===== src/rtl/lsu_pkg.sv =====
// Shared definitions for the load/store unit: funct3 encodings, FSM states
// and the access-legality decode used by the top level.
package lsu_pkg;

    localparam logic [2:0] F3_B  = 3'b000;
    localparam logic [2:0] F3_H  = 3'b001;
    localparam logic [2:0] F3_W  = 3'b010;
    localparam logic [2:0] F3_BU = 3'b100;
    localparam logic [2:0] F3_HU = 3'b101;

    typedef enum logic {
        ST_IDLE = 1'b0,
        ST_RMW  = 1'b1
    } lsu_state_e;

    // Misalignment, range, illegal encoding, or a store using an unsigned width.
    function automatic logic decode_fault(
        input logic [2:0] funct3,
        input logic       is_store,
        input logic [1:0] byte_off,
        input logic       out_of_range
    );
        logic f;
        f = out_of_range;
        case (funct3)
            F3_B:    f = f;
            F3_H:    f = f | byte_off[0];
            F3_W:    f = f | (byte_off != 2'b00);
            F3_BU:   f = f | is_store;
            F3_HU:   f = f | is_store | byte_off[0];
            default: f = 1'b1;
        endcase
        return f;
    endfunction

endpackage


===== src/rtl/lsu_align.sv =====
// Combinational lane logic: extracts/extends load bytes and halves, and
// merges store bytes/halves into the current memory word.
module lsu_align
    import lsu_pkg::*;
(
    input  logic [2:0]  funct3_i,
    input  logic [1:0]  byte_off_i,
    input  logic [31:0] mem_word_i,
    input  logic [15:0] store_data_i,
    output logic [31:0] load_data_o,
    output logic [31:0] merged_word_o
);

    logic [7:0]  sel_byte;
    logic [15:0] sel_half;

    assign sel_byte = mem_word_i[{byte_off_i, 3'b000} +: 8];
    assign sel_half = mem_word_i[{byte_off_i[1], 4'b0000} +: 16];

    always_comb begin
        load_data_o = mem_word_i;
        case (funct3_i)
            F3_B:    load_data_o = {{24{sel_byte[7]}}, sel_byte};
            F3_H:    load_data_o = {{16{sel_half[15]}}, sel_half};
            F3_BU:   load_data_o = {24'h0, sel_byte};
            F3_HU:   load_data_o = {16'h0, sel_half};
            default: load_data_o = mem_word_i;
        endcase
    end

    // funct3[0] separates halfword stores from byte stores on the merge path.
    for (genvar gi = 0; gi < 4; gi++) begin : g_lane
        logic       lane_en;
        logic [7:0] lane_data;
        assign lane_en   = funct3_i[0] ? (byte_off_i[1] == 1'(gi / 2))
                                       : (byte_off_i == 2'(gi));
        assign lane_data = funct3_i[0] ? store_data_i[8*(gi%2) +: 8]
                                       : store_data_i[7:0];
        assign merged_word_o[8*gi +: 8] = lane_en ? lane_data : mem_word_i[8*gi +: 8];
    end

endmodule


===== src/rtl/load_store_unit.sv =====
// Load/store unit: single-cycle loads and word stores, read-modify-write
// for byte/halfword stores over a word-wide combinational-read memory.
module load_store_unit
    import lsu_pkg::*;
#(
    parameter int ADDR_WORDS = 1024
) (
    input  logic        clock,
    input  logic        reset,
    input  logic        req_valid,
    input  logic        req_write,
    input  logic [2:0]  funct3,
    input  logic [31:0] addr,
    input  logic [31:0] wdata,
    output logic        req_ready,
    output logic        resp_valid,
    output logic [31:0] rdata,
    output logic        fault,
    output logic [31:0] mem_address,
    output logic        mem_write,
    output logic [31:0] mem_wdata,
    input  logic [31:0] mem_rdata
);

    lsu_state_e  state_q, state_d;
    logic [29:0] idx_q, idx_d;
    logic [31:0] merged_q, merged_d;
    logic        resp_valid_q, resp_valid_d;
    logic [31:0] rdata_q, rdata_d;
    logic        fault_q, fault_d;

    logic        out_of_range;
    logic        acc_fault;
    logic        mem_write_raw;
    logic [31:0] load_data;
    logic [31:0] merged_word;

    assign out_of_range = {1'b0, addr[31:2]} >= 31'(ADDR_WORDS);
    assign acc_fault    = decode_fault(funct3, req_write, addr[1:0], out_of_range);

    lsu_align u_align (
        .funct3_i      (funct3),
        .byte_off_i    (addr[1:0]),
        .mem_word_i    (mem_rdata),
        .store_data_i  (wdata[15:0]),
        .load_data_o   (load_data),
        .merged_word_o (merged_word)
    );

    always_comb begin
        state_d       = state_q;
        idx_d         = idx_q;
        merged_d      = merged_q;
        resp_valid_d  = 1'b0;
        rdata_d       = rdata_q;
        fault_d       = fault_q;
        mem_write_raw = 1'b0;
        mem_wdata     = wdata;
        mem_address   = {2'b00, addr[31:2]};
        case (state_q)
            ST_IDLE: begin
                if (req_valid) begin
                    if (acc_fault) begin
                        resp_valid_d = 1'b1;
                        rdata_d      = 32'h0;
                        fault_d      = 1'b1;
                    end else if (!req_write) begin
                        resp_valid_d = 1'b1;
                        rdata_d      = load_data;
                        fault_d      = 1'b0;
                    end else if (funct3 == F3_W) begin
                        mem_write_raw = 1'b1;
                        resp_valid_d  = 1'b1;
                        rdata_d       = 32'h0;
                        fault_d       = 1'b0;
                    end else begin
                        merged_d = merged_word;
                        idx_d    = addr[31:2];
                        state_d  = ST_RMW;
                    end
                end
            end
            ST_RMW: begin
                mem_address   = {2'b00, idx_q};
                mem_write_raw = 1'b1;
                mem_wdata     = merged_q;
                state_d       = ST_IDLE;
                resp_valid_d  = 1'b1;
                rdata_d       = 32'h0;
                fault_d       = 1'b0;
            end
        endcase
    end

    // The accept-cycle write path is combinational, so reset must mask it directly.
    assign mem_write  = mem_write_raw & ~reset;
    assign req_ready  = (state_q == ST_IDLE);
    assign resp_valid = resp_valid_q;
    assign rdata      = rdata_q;
    assign fault      = fault_q;

    always_ff @(posedge clock or posedge reset) begin
        if (reset) begin
            state_q      <= ST_IDLE;
            idx_q        <= 30'h0;
            merged_q     <= 32'h0;
            resp_valid_q <= 1'b0;
            rdata_q      <= 32'h0;
            fault_q      <= 1'b0;
        end else begin
            state_q      <= state_d;
            idx_q        <= idx_d;
            merged_q     <= merged_d;
            resp_valid_q <= resp_valid_d;
            rdata_q      <= rdata_d;
            fault_q      <= fault_d;
        end
    end

endmodule


===== config.mk =====
export PLATFORM = sky130hd
export DESIGN_NAME = load_store_unit
export DESIGN_NICKNAME = d
export VERILOG_FILES = /design/src/rtl/lsu_pkg.sv /design/src/rtl/lsu_align.sv /design/src/rtl/load_store_unit.sv
export SDC_FILE = /design/constraint.sdc
export NUM_CORES = 1
export LEC_CHECK = 0
export CORE_UTILIZATION = 35
export DETAILED_ROUTE_END_ITERATION = 10
export HOLD_SLACK_MARGIN = 0.1
export PLACE_DENSITY = 0.67
export SYNTH_ARGS = -nofsm -noshare
export SYNTH_HDL_FRONTEND = slang
export SYNTH_SLANG_ARGS = --single-unit

===== constraint.sdc =====
create_clock -name clock -period 8.2 [get_ports clock]
set_input_delay 0.82 -clock clock [delete_from_list [all_inputs] [get_ports clock]]
set_output_delay 0.82 -clock clock [all_outputs]
set_load 0.02 [all_outputs]

==> metrics list <==
* Result of the run: finished, final reports clean
- The die is ~130 um wide.
* Area of the die: between 15000 and 20000 sq um
- Critical path data required time: 7380 ps
* Top fanout value on the critical path: 24
* Core box area: around 15000 sq um
- In this run the tool buffered the top-level ports with 200 buffer cells.
* # placed instances: just over 900
- Setup Fix Bufs, Post-CTS: 0
- Area growth from synthesis to final layout: 43.82%
* HPWL after detailed placement: approximately 14 mm
* Total inserted antenna cells: 0
- The initial utilization of the core area, before any placement, comes to 0.3618.
- In the final layout, the multi-input gates occupy about 2800 sq um.
- For this block, the via count after detailed routing is roughly 4800.
- Dividing the synthesized area by the synthesized cell count gives just over 10 sq um.
- Number of distinct standard cells referenced by the synthesized netlist: 44
- Setup violations, final: 0
- CP endpoint kind: output port
- Number of iterations in the first detailed-routing pass: 5
- Fillers: around 1400
- For this design the ratio of total power to cell area is ~160 nW/um^2.
- Measured against its own limit, the worst slew margin works out to 0.2743.
* Number of standard-cell rows in the floorplan: between 40 and 50
* Worst hold stages: 2
* Leakage dissipation: around 3.4 nW
- Setup TNS: 0 ps
* Post-Place Setup Slack: between 3000 and 4000 ps
- Mapped Area: 5562 sq um
* Peak supply drop: ~120 uV
- Sequential cell area fraction in the yosys report: 0.4364
- Initial DRC Count: ~320
* Fin Clk Skew: between 8 and 9 ps
- Total count of hold-check failures in the final report: 0
- Based on the critical path, the design can be clocked at up to ~230 MHz.
- Final critical path time including I/O delays and setup: approximately 4400 ps
- Clock-pin slew of the registers on the worst-case setup and hold paths: 60 ps
- Worst Setup Start Kind: input port
* Remaining Overflow, GRT: 0
- Counting flops with an async set or reset pin after synthesis yields a share of 1.000.
- CTS buffer count: 9
* Library cell used as clock root buffer: sky130_fd_sc_hd__clkbuf_16
* Final worst-path setup slack: between 3000 and 4000 ps
- Routability-driven placement finished with a final weighted congestion of 0.8331.
- Slew at the pin with the worst max-slew slack: 1086 ps
- In the final routed layout, each cell accounts on average for ~19 um.
- Fraction of final layout cells with drive strength greater than 1: 0.1817
* Finished Layout Cells: roughly 940
* Cts-stage hold buffer count: 0
- GR Util All Layers: 0.2235
- Synth Warn #: 0
- # Max-Cap Violations: 0
* Clk sink count: just under 100
- Setup repair after global routing left no endpoint under its margin.
- For this block, the routed nets add up to between 15 and 20 mm of wire.
- Final count of pins violating max slew: 0
- Layout net count: 830
- Once the clock tree was built, the resizer swapped 0 gates to a different size.
- Remaining DRCs: 0
- Remaining antenna violation count after routing: 0
- Synthesis produced a netlist whose cell count is about 550.
- Final Cycle Share: 0.5318
* Finished Core Util: 0.5204
- Entering global routing, the biggest net connects 67 pins.
* Power Total: about 1.3 mW
- No sink is reached through more buffers than the 2 on the longest clock path.
- In this run, synthesis produced a sequential element count of 97.
- In the final layout, flip-flops and latches occupy ~2400 sq um.
- At the later pin of the worst-skew pair, clock insertion delay measures 350 ps.
- After detailed routing, the number of vias per cell comes to between 5 and 6.
- After routing the design area is about 8000 sq um.
* Synth Flop Type: sky130_fd_sc_hd__dfrtp_1
* Maximum level of the CTS H-tree: 3
- The first global-routing pass estimated 27.64 mm of wire.
- Number of enable flip-flop cells after synthesis: 0
- Min-delay worst type: flip-flop to flip-flop
* Antenna violations before repair: 0
- From bottom edge to top edge, the die measures roughly 130 um.
* Placed cell areas: 7675 sq um
* Critical path arrival: between 3000 and 4000 ps
- The tightest hold path in the finished design has a slack of between 400 and 500 ps.
* Path depth of the worst reg2reg path: 5
* Critical setup path kind: input port to output port
- Via count of the first global-routing pass: between 4000 and 5000
- During I/O placement, the number of pins put on the boundary was slightly above 200.
- Clock tree from TritonCTS: yes
cells in the final DEF (no fill, tap or decap), types with 2 or more instances in the layout:
| cell | instances |
|---|---|
| sky130_fd_sc_hd__o21ai_0 | 33 |
| sky130_fd_sc_hd__dfrtp_1 | 96 |
| sky130_fd_sc_hd__nor2_1 | 40 |
| sky130_fd_sc_hd__nand4_1 | 2 |
| sky130_fd_sc_hd__mux2_2 | 97 |
| sky130_fd_sc_hd__o22a_1 | 5 |
| sky130_fd_sc_hd__buf_4 | 6 |
| sky130_fd_sc_hd__o22ai_1 | 22 |
| sky130_fd_sc_hd__or3_1 | 5 |
| sky130_fd_sc_hd__nor3_1 | 20 |
| sky130_fd_sc_hd__conb_1 | 2 |
| sky130_fd_sc_hd__a31o_2 | 3 |
| sky130_fd_sc_hd__nand3_1 | 3 |
| sky130_fd_sc_hd__inv_1 | 28 |
| sky130_fd_sc_hd__and2_1 | 20 |
| sky130_fd_sc_hd__nor3b_1 | 2 |
| sky130_fd_sc_hd__nor4_1 | 5 |
| sky130_fd_sc_hd__a21oi_1 | 19 |
| sky130_fd_sc_hd__clkdlybuf4s50_1 | 200 |
| sky130_fd_sc_hd__clkbuf_16 | 9 |
| sky130_fd_sc_hd__inv_6 | 4 |
| sky130_fd_sc_hd__a221oi_1 | 10 |
| sky130_fd_sc_hd__mux2i_1 | 29 |
| sky130_fd_sc_hd__nand2_1 | 47 |
power breakdown:
group	switching [mW]	total, mW	internal, mW
Combinational	0.139	0.277	0.138
Clock	0.195	0.444	0.249
Sequential	0.0233	0.543	0.520
Yosys cell counts (all sizes together) (2+ instances only):
library cell   n  share of area
nand4          3         0.0061
a21o           2         0.0040
o22ai         22          0.025
a21oi         19          0.017
a221oi        11          0.020
nand2         47          0.032
nor2          41          0.028
buf           20          0.023
o21ai         34          0.031
and2          20          0.022
nor3b          2         0.0027
nor3          20          0.018
dfrtp         97           0.44
inv           29          0.020
nand3          3         0.0027
clkbuf        21          0.014
mux2          97           0.20
or3            5         0.0056
mux2i         29          0.052
a31o           3         0.0047
o22a           5         0.0079
nor4           5         0.0056
path summary, 6_finish.rpt:
check / startpoint / end / slack, ps
worst min register to register: merged_q[6] / merged_q[6] / 480
max in group asynchronous: reset / merged_q[4] / 6160
worst min-delay path: merged_q[6] / merged_q[6] / 480
worst max-delay path: funct3[1] / mem_write / 3840
worst max register to register: state_q / rdata[29] / 5720
min in group asynchronous: reset / idx_q[7] / 850
routing by layer:
layer,global-route usage,part of all wire
met3,0.03798,0.056
met4,0.08651,0.023
met5,0,0
met2,0.3632,0.47
met1,0.2975,0.45
logic make-up (layout without fill, tap and decap cells):
group,count (synthesis),in the layout,synth area share
other,1,2,0.0006743
and+or+nand+nor,151,151,0.1296
AOI/OAI and AO/OA,102,102,0.1235
muxes,127,127,0.2526
DFF,97,97,0.4364
buffers and inverters,71,253,0.05714
flip-flops by register name, summed over array words and instances (netlist names):
| register | cells |
|---|---|
| merged_q | 32 |
| rdata | 32 |
| state_q | 1 |
| fault | 1 |
| idx_q | 30 |
| resp_valid | 1 |
layout make-up:
cell class,count,share of cell area
multi-input cells,382,0.3526
flip-flops and latches,97,0.3036
repair buffers,207,0.2578
well taps,211,0.03300
clock buffers,10,0.02988
inverters,30,0.01439
clock inverters,6,0.008760
worst max-delay path, stage by stage:
cell                              delay, ps
sky130_fd_sc_hd__clkdlybuf4s50_1        860
sky130_fd_sc_hd__a221o_1                520
sky130_fd_sc_hd__o41ai_4                100
sky130_fd_sc_hd__and3_1                 300
sky130_fd_sc_hd__nand4_1                140
sky130_fd_sc_hd__a21oi_1                170
sky130_fd_sc_hd__clkdlybuf4s50_1        620
Note: power is estimated with default switching activity, not from simulation.
